--- src/rtl/int_ctrl.sv ---
// Interrupt sequencer: latches request edges, drains the pipeline, redirects the PC
// to a per-source vector and returns to the saved PC on mret.
module int_ctrl #(
    parameter int unsigned N_IRQ        = 4,
    parameter logic [31:0] VEC_BASE     = 32'h0000_0100,
    parameter int unsigned VEC_SHIFT    = 4,
    parameter int unsigned DRAIN_CYCLES = 3
) (
    input  logic             clk,
    input  logic             clr_n,
    input  logic [N_IRQ-1:0] irq,
    input  logic [N_IRQ-1:0] irq_mask,
    input  logic             int_en,
    input  logic [31:0]      resume_pc,
    input  logic             mret,
    output logic             int_set_pl_pause,
    output logic             int_flag,
    output logic [31:0]      nextpc_int,
    output logic [31:0]      epc,
    output logic [2:0]       cause,
    output logic             in_handler,
    output logic [N_IRQ-1:0] pending
);

    localparam int unsigned CNT_W   = 4;
    localparam int unsigned CAUSE_W = 3;

    typedef enum logic [2:0] {
        S_IDLE,
        S_PAUSE,
        S_JUMP,
        S_HANDLER,
        S_RET
    } state_t;

    state_t               state_q;
    state_t               state_d;
    logic [CNT_W-1:0]     cnt_q;
    logic [CNT_W-1:0]     cnt_d;
    logic [N_IRQ-1:0]     irq_q;
    logic [N_IRQ-1:0]     rise;
    logic [N_IRQ-1:0]     clear;
    logic [N_IRQ-1:0]     req;
    logic [N_IRQ-1:0]     pending_d;
    logic [CAUSE_W-1:0]   sel;
    logic [CAUSE_W-1:0]   cause_d;
    logic [31:0]          epc_d;
    logic                 pause_d;
    logic                 flag_d;
    logic [31:0]          nextpc_d;
    logic                 in_handler_d;

    // Edge detect and pending bookkeeping; a new edge beats the JUMP-cycle clear.
    always_comb begin
        rise  = irq & ~irq_q;
        clear = '0;
        for (int unsigned i = 0; i < N_IRQ; i++) begin
            clear[i] = (state_q == S_JUMP) && (cause == CAUSE_W'(i));
        end
        pending_d = (pending & ~clear) | rise;
    end

    // Fixed priority: lowest enabled pending index wins.
    always_comb begin
        req = pending & irq_mask;
        sel = '0;
        for (int i = int'(N_IRQ) - 1; i >= 0; i--) begin
            if (req[i]) begin
                sel = CAUSE_W'(i);
            end
        end
    end

    // Next-state logic plus decode of the registered outputs from the next state.
    always_comb begin
        state_d      = state_q;
        cnt_d        = cnt_q;
        cause_d      = cause;
        epc_d        = epc;
        pause_d      = 1'b0;
        flag_d       = 1'b0;
        nextpc_d     = '0;
        in_handler_d = 1'b0;

        unique case (state_q)
            S_IDLE: begin
                if (int_en && (|req)) begin
                    state_d = S_PAUSE;
                    cnt_d   = CNT_W'(1);
                    cause_d = sel;
                end
            end
            S_PAUSE: begin
                if (cnt_q == CNT_W'(DRAIN_CYCLES)) begin
                    state_d = S_JUMP;
                    cnt_d   = '0;
                    epc_d   = resume_pc;
                end else begin
                    cnt_d = cnt_q + CNT_W'(1);
                end
            end
            S_JUMP: begin
                state_d = S_HANDLER;
            end
            S_HANDLER: begin
                if (mret) begin
                    state_d = S_RET;
                end
            end
            S_RET: begin
                state_d = S_IDLE;
            end
            default: begin
                state_d = S_IDLE;
                cnt_d   = '0;
            end
        endcase

        unique case (state_d)
            S_PAUSE: begin
                pause_d = 1'b1;
            end
            S_JUMP: begin
                flag_d       = 1'b1;
                nextpc_d     = VEC_BASE + (32'(cause_d) << VEC_SHIFT);
                in_handler_d = 1'b1;
            end
            S_HANDLER: begin
                in_handler_d = 1'b1;
            end
            S_RET: begin
                flag_d       = 1'b1;
                nextpc_d     = epc_d;
                in_handler_d = 1'b1;
            end
            default: begin
                pause_d = 1'b0;
            end
        endcase
    end

    always_ff @(posedge clk or negedge clr_n) begin
        if (!clr_n) begin
            state_q          <= S_IDLE;
            cnt_q            <= '0;
            irq_q            <= '0;
            pending          <= '0;
            epc              <= '0;
            cause            <= '0;
            int_set_pl_pause <= 1'b0;
            int_flag         <= 1'b0;
            nextpc_int       <= '0;
            in_handler       <= 1'b0;
        end else begin
            state_q          <= state_d;
            cnt_q            <= cnt_d;
            irq_q            <= irq;
            pending          <= pending_d;
            epc              <= epc_d;
            cause            <= cause_d;
            int_set_pl_pause <= pause_d;
            int_flag         <= flag_d;
            nextpc_int       <= nextpc_d;
            in_handler       <= in_handler_d;
        end
    end

    // Pause and redirect are mutually exclusive; cause always names a real source.
    a_pause_flag_excl: assert property (@(posedge clk) disable iff (!clr_n)
        !(int_set_pl_pause && int_flag));
    a_cause_range: assert property (@(posedge clk) disable iff (!clr_n)
        32'(cause) < N_IRQ);

endmodule

--- config.mk ---
export PLATFORM = sky130hd
export DESIGN_NAME = int_ctrl
export DESIGN_NICKNAME = d
export VERILOG_FILES = /design/src/rtl/int_ctrl.sv
export SDC_FILE = /design/constraint.sdc
export NUM_CORES = 1
export LEC_CHECK = 0
export CORE_ASPECT_RATIO = 0.5
export CORE_UTILIZATION = 40
export DETAILED_ROUTE_END_ITERATION = 8
export PLACE_DENSITY = 0.76
export SETUP_SLACK_MARGIN = 0.05
export SYNTH_ARGS = -nofsm -noshare
export SYNTH_HDL_FRONTEND = slang
export SYNTH_SLANG_ARGS = --single-unit
--- constraint.sdc ---
create_clock -name clk -period 1.67 [get_ports clk]
set_input_delay 0.4175 -clock clk [delete_from_list [all_inputs] [get_ports clk]]
set_output_delay 0.4175 -clock clk [all_outputs]
set_load 0.01 [all_outputs]
Word level (Yosys, flattened, before mapping)
Cells that the tools add are included.
W data, S select, Z words.
{ "classes": {"add_sub_neg": 2, "n_eq_ne": 13, "muxes": 19, "bitwise_logic": 7, "n_reduce_logical": 12} }
{ "op_table": {"columns": ["operator", "count"], "rows": [
  ["$mux W32", 2],
  ["$pmux W32 S2", 1],
  ["$mux W3", 8],
  ["$eq A3 B2 Y1 const B", 6],
  ["$and A4 B4 Y4", 3],
  ["$pmux W3 S4", 1],
  ["$pmux W4 S3", 1],
  ["$add A9 B7 Y10 const A", 1],
  ["$eq A3 B1 Y1 const B", 3],
  ["$mux W4", 2],
  ["$not A4 Y4", 2],
  ["$eq A3 B3 Y1 const B", 2],
  ["$logic_not A3 Y1", 2],
  ["$reduce_or A3 Y1", 2],
  ["$logic_and A1 B1 Y1", 5],
  ["$add A4 B1 Y4 const B", 1],
  ["$eq A4 B2 Y1 const B", 1],
  ["$or A4 B4 Y4", 1],
  ["$reduce_or A4 Y1", 1],
  ["$mux W1", 3],
  ["$mux W2", 1],
  ["$ne A2 B2 Y1 const B", 1],
  ["$reduce_and A2 Y1", 1],
  ["$reduce_or A2 Y1", 1],
  ["$not A1 Y1", 1]
]} }
{ "word_totals": {"regBits": 85, "input_bits": 44, "wordCells": 63} }

Longest topological paths before layout
{ "depth": {"word_depth": 9, "mapped_depth": 6, "mapped_depth_nobuf": 5} }

Worst setup path before layout
OpenSTA, ideal clock, no wires.
{ "synth_timing": {"path_kind": "reg-to-reg", "start": "reg state_q[1]", "end": "reg nextpc_int[5]", "setup_time_ns": 0.122, "t_arrival_ns": 1.533, "required_time_ns": 1.548, "path_slack_ns": 0.016, "stages_incl_launch_ff": 5, "n_path_buf": 1, "period_less_slack_ns": 1.654, "cell_sequence": "dfrtp_1 buf_6 or4b_4 o22a_2 a32o_1"} }
{ "synth_between": {"elab_chain_len": 4, "elab_cells_between_ends": 14, "classes_between": "1 x add/sub; 5 x eq/ne; 7 x mux; 1 x reduce/logical"} }
{ "synth_lines": {"columns": ["item", "line", "text"], "rows": [
  ["start, declared", "36", "state_t state_q;"],
  ["start signal, assigned", "155", "state_q <= state_d;"],
  ["$logic_not A3 Y1", "85", "unique case (state_q)"],
  ["$mux W3", "85", null],
  ["via cause_d[1]", "46", "logic [CAUSE_W-1:0] cause_d;"],
  ["$add A9 B7 Y10", "125", "nextpc_d = VEC_BASE + (32'(cause_d) << VEC_SHIFT);"],
  ["$pmux W32 S2", "119", "unique case (state_d)"],
  ["via nextpc_d[5]", "50", "logic [31:0] nextpc_d;"],
  ["end signal, assigned", "163", "nextpc_int <= nextpc_d;"],
  ["end, declared", "18", "output logic [31:0] nextpc_int,"]
]} }
The timed path passes the listed nets, and every way through them passes these cells.
A chain may end at the register's enable or synchronous reset.

Worst setup path in the final report
{ "layout_timing": {"start": "reg state_q[2]", "end": "reg nextpc_int[5]"} }
The elaborated chain is that of the path after synthesis.

==> impl_metrics.py <==
metrics = {
    "layout": {
        "antennaDiodeCount": 0,
        "fill_cells": 614,
        "fin_area_sq_um": 4858,
        "nets": 408,
        "syn2layout_area_growth_pct": 53.72,
        "utilization_pct": 64.89,
        "multi_input_area_sq_um": 988.4,
        "drive_gt1_share_pct": 22.34,
        "regArea_sq_um": 2128,
    },
    "detailed_routing": {
        "wl_per_cell_microns": 15.13,
        "drt-vias-per-instance": 4.634,
        "first_pass_iters": 4,
        "drt_iter0_drc": 79,
        "vias": 2201,
        "routed_wl_mm": 7.187,
        "drc": 0,
        "drtAntennaViolNets": 0,
    },
    "floorplanning": {
        "row_count": 22,
        "core_sq_um": 7487,
        "start_util_pct": 42.21,
        "die_area_sq_um": 8283,
        "io_pins": 118,
        "fp.dieH_microns": 64.86,
        "dieWidth_microns": 127.7,
    },
    "yosys": {
        "yosys-top-cells-count": "85 x dfrtp_1, 32 x mux2_2, 29 x and2_1",
        "yosysMostFrequentCell": "dfrtp_1",
        "yosys_warnings": 0,
        "synth_area_per_cell_sq_um": 14.17,
        "ys.flop_type": "dfrtp_1",
        "yosysTopAreaCell": "dfrtp_1",
        "synthTopCellsByArea": "dfrtp_1 67%, mux2_2 11%, and2_1 5.7%, o21ai_0 2.1%, nand2_1 0.95%",
        "async_reset_ff_share_pct": 100.0,
        "synthDistinctLibCells": 37,
        "synth_seq_cells": 85,
        "synth_nets": 268,
        "yosysSeqAreaShare_pct": 67.30,
        "synth_top_area_share_pct": 67.30,
        "synth_edf_count": 0,
        "syn_area_sq_um": 3161,
        "postSynthCellCount": 223,
    },
    "timing": {
        "fin_skew_ns": 0.003876,
        "timing.final.hold_violations": 0,
        "slew-limit-headroom_pct": 71.26,
        "slew_violations": 0,
        "fin_crit_sh_pct": 96.95,
        "setup_viol": 0,
        "fmax_mhz": 617.6,
        "rsz0062_at_grt": "yes",
        "worst_pin_slew_ns": 0.4311,
        "setup-tns-final_ns": 0,
        "period_minus_slack_ns": 1.619,
    },
    "grt": {
        "grt_max_degree": 86,
        "grt_usage_pct": 19.13,
        "grt_pass1_wl_mm": 11.88,
        "grt_antenna_before_repair": 0,
        "grt_pass1_vias": 2351,
        "grt_overflow": 0,
    },
    "pwr": {
        "power_density_nw_per_um2": 1605,
        "vdd_drop_max_mv": 0.6964,
        "leakagePower_nw": 2.572,
    },
    "worst_setup_path": {
        "crit_path_top_delay_cell": "or4b_4",
        "crit_family": "simple AND/OR/NAND/NOR gates",
        "crit_type": "flip-flop to flip-flop",
        "cpPeakStageDelay_ns": 0.53,
        "cp.arrival_ns": 1.84,
        "path_buf_inv": 0,
        "startpoint_type": "flip-flop",
        "critPathMaxFanout": 6,
        "cp-end-kind": "flip-flop",
        "worstPathCellList": "or4b_4 -> o22a_2 -> a32o_1",
        "critPathRequiredTime_ns": 1.89,
    },
    "placed_design": {
        "finalWeightedCongestion": 0.8060,
        "port_buffers": 117,
        "dp_hpwl_mm": 5.172,
        "place_area_sq_um": 4594,
    },
    "cts": {
        "clk_latency_ns": 0.33,
        "clk_path_buf_depth": 2,
        "cts_hold_buf": 0,
        "cts_tree": "done",
        "clkSinkCount": 85,
        "path_clk_slew_ns": 0.06,
        "htreeDepth": 3,
        "cts_root_buf": "clkbuf_16",
        "cts_buffers": 9,
    },
    "worst_hold_path": {
        "hold_path_class": "input port to asynchronous set/reset pin",
    },
    "status": {
        "status": "completed",
    },
    "job": {
        "cap_violations": 0,
    },
}
[through the flow]
stage               hold slack, ns  worst slack, ns  cells  power, mW
floorplan                   0.1219          0.03073    223      4.538
global placement            0.4039          -0.3199    458      6.245
detailed placement          0.4156          -0.3428    458      6.404
CTS                         0.1239          0.03523    474      7.853
global route                0.1485          0.01629    475      8.283
finish                      0.1050          0.05093    475      7.796
[power breakdown]
group	leakage [nW]	switching [mW]	internal, mW	total [mW]
Clock	0.134	0.751	1.03	1.78
Sequential	1.07	0.415	2.71	3.12
Combinational	1.37	1.28	1.61	2.89
Total	2.57	2.44	5.35	7.80
[flip-flops by register name, indices dropped and copies added, names as in the netlist]
signal / cells
cnt_q: 4
int_flag: 1
in_handler: 1
epc: 32
pending: 4
int_set_pl_pause: 1
cause: 3
nextpc_int: 32
irq_q: 4
state_q: 3
[per-layer routing]
| layer | wire length [microns] | track usage, % | vias to the layer above |
|---|---|---|---|
| li1 | - | - | 1040 |
| met1 | 2934 | 22.43 | 1107 |
| met5 | 0 | 0 | - |
| met4 | 92 | 6.618 | 0 |
| met3 | 279 | 4.955 | 9 |
| met2 | 3881 | 34.49 | 45 |
[final timing paths]
kind	slack, ns	depth (start not counted)	end	startpoint
worst min register to register	0.42	1	pending[1]	irq_q[1]
worst max register to register	0.05	3	nextpc_int[5]	state_q[2]
worst max-delay path	0.05	3	nextpc_int[5]	state_q[2]
max in group asynchronous	1.22	2	nextpc_int[13]	clr_n
min in group clk	0.42	1	pending[1]	irq_q[1]
worst min-delay path	0.11	2	cnt_q[3]	clr_n
[area by class of cell]
| type | count | area share [%] |
|---|---|---|
| Clock inverter | 5 | 0.5666 |
| Tap cell | 108 | 2.781 |
| Inverter | 6 | 0.4636 |
| Multi-Input combinational cell | 124 | 20.35 |
| Timing Repair Buffer | 137 | 27.12 |
| Sequential cell | 85 | 43.81 |
| Clock buffer | 10 | 4.919 |
[placed cells by master (no fill, tap or decap), drive strengths merged, types with 3 or more instances in the layout]
cell type      synthesis  layout
buf                    5      21
and2                  29      29
inv                    6       6
a21oi                  4       4
nand2                  9       9
dlygate4sd2            0      59
clkdlybuf4s50          0      43
nor2                   5       5
clkbuf                 3      10
clkinv                 0       4
dfrtp                 85      85
nand2b                 3       3
dlymetal6s2s           0      14
mux2                  32      32
o21ai                 13      13
[cells by family after synthesis]
family          share of synthesized area, %
simple gates                           11.76
fa+ha+maj                             0.3958
mux                                    11.40
compound gates                         7.086
buf+inv                                2.059
flops                                  67.30
[what timing repair did]
action	CTS	global route
endpoints found under the setup margin	61	49
endpoints found under the hold margin	0	0
resized for setup	59	19
buffers inserted	1	1
pin swaps	1	1
Power figures use the tool's default switching activity.
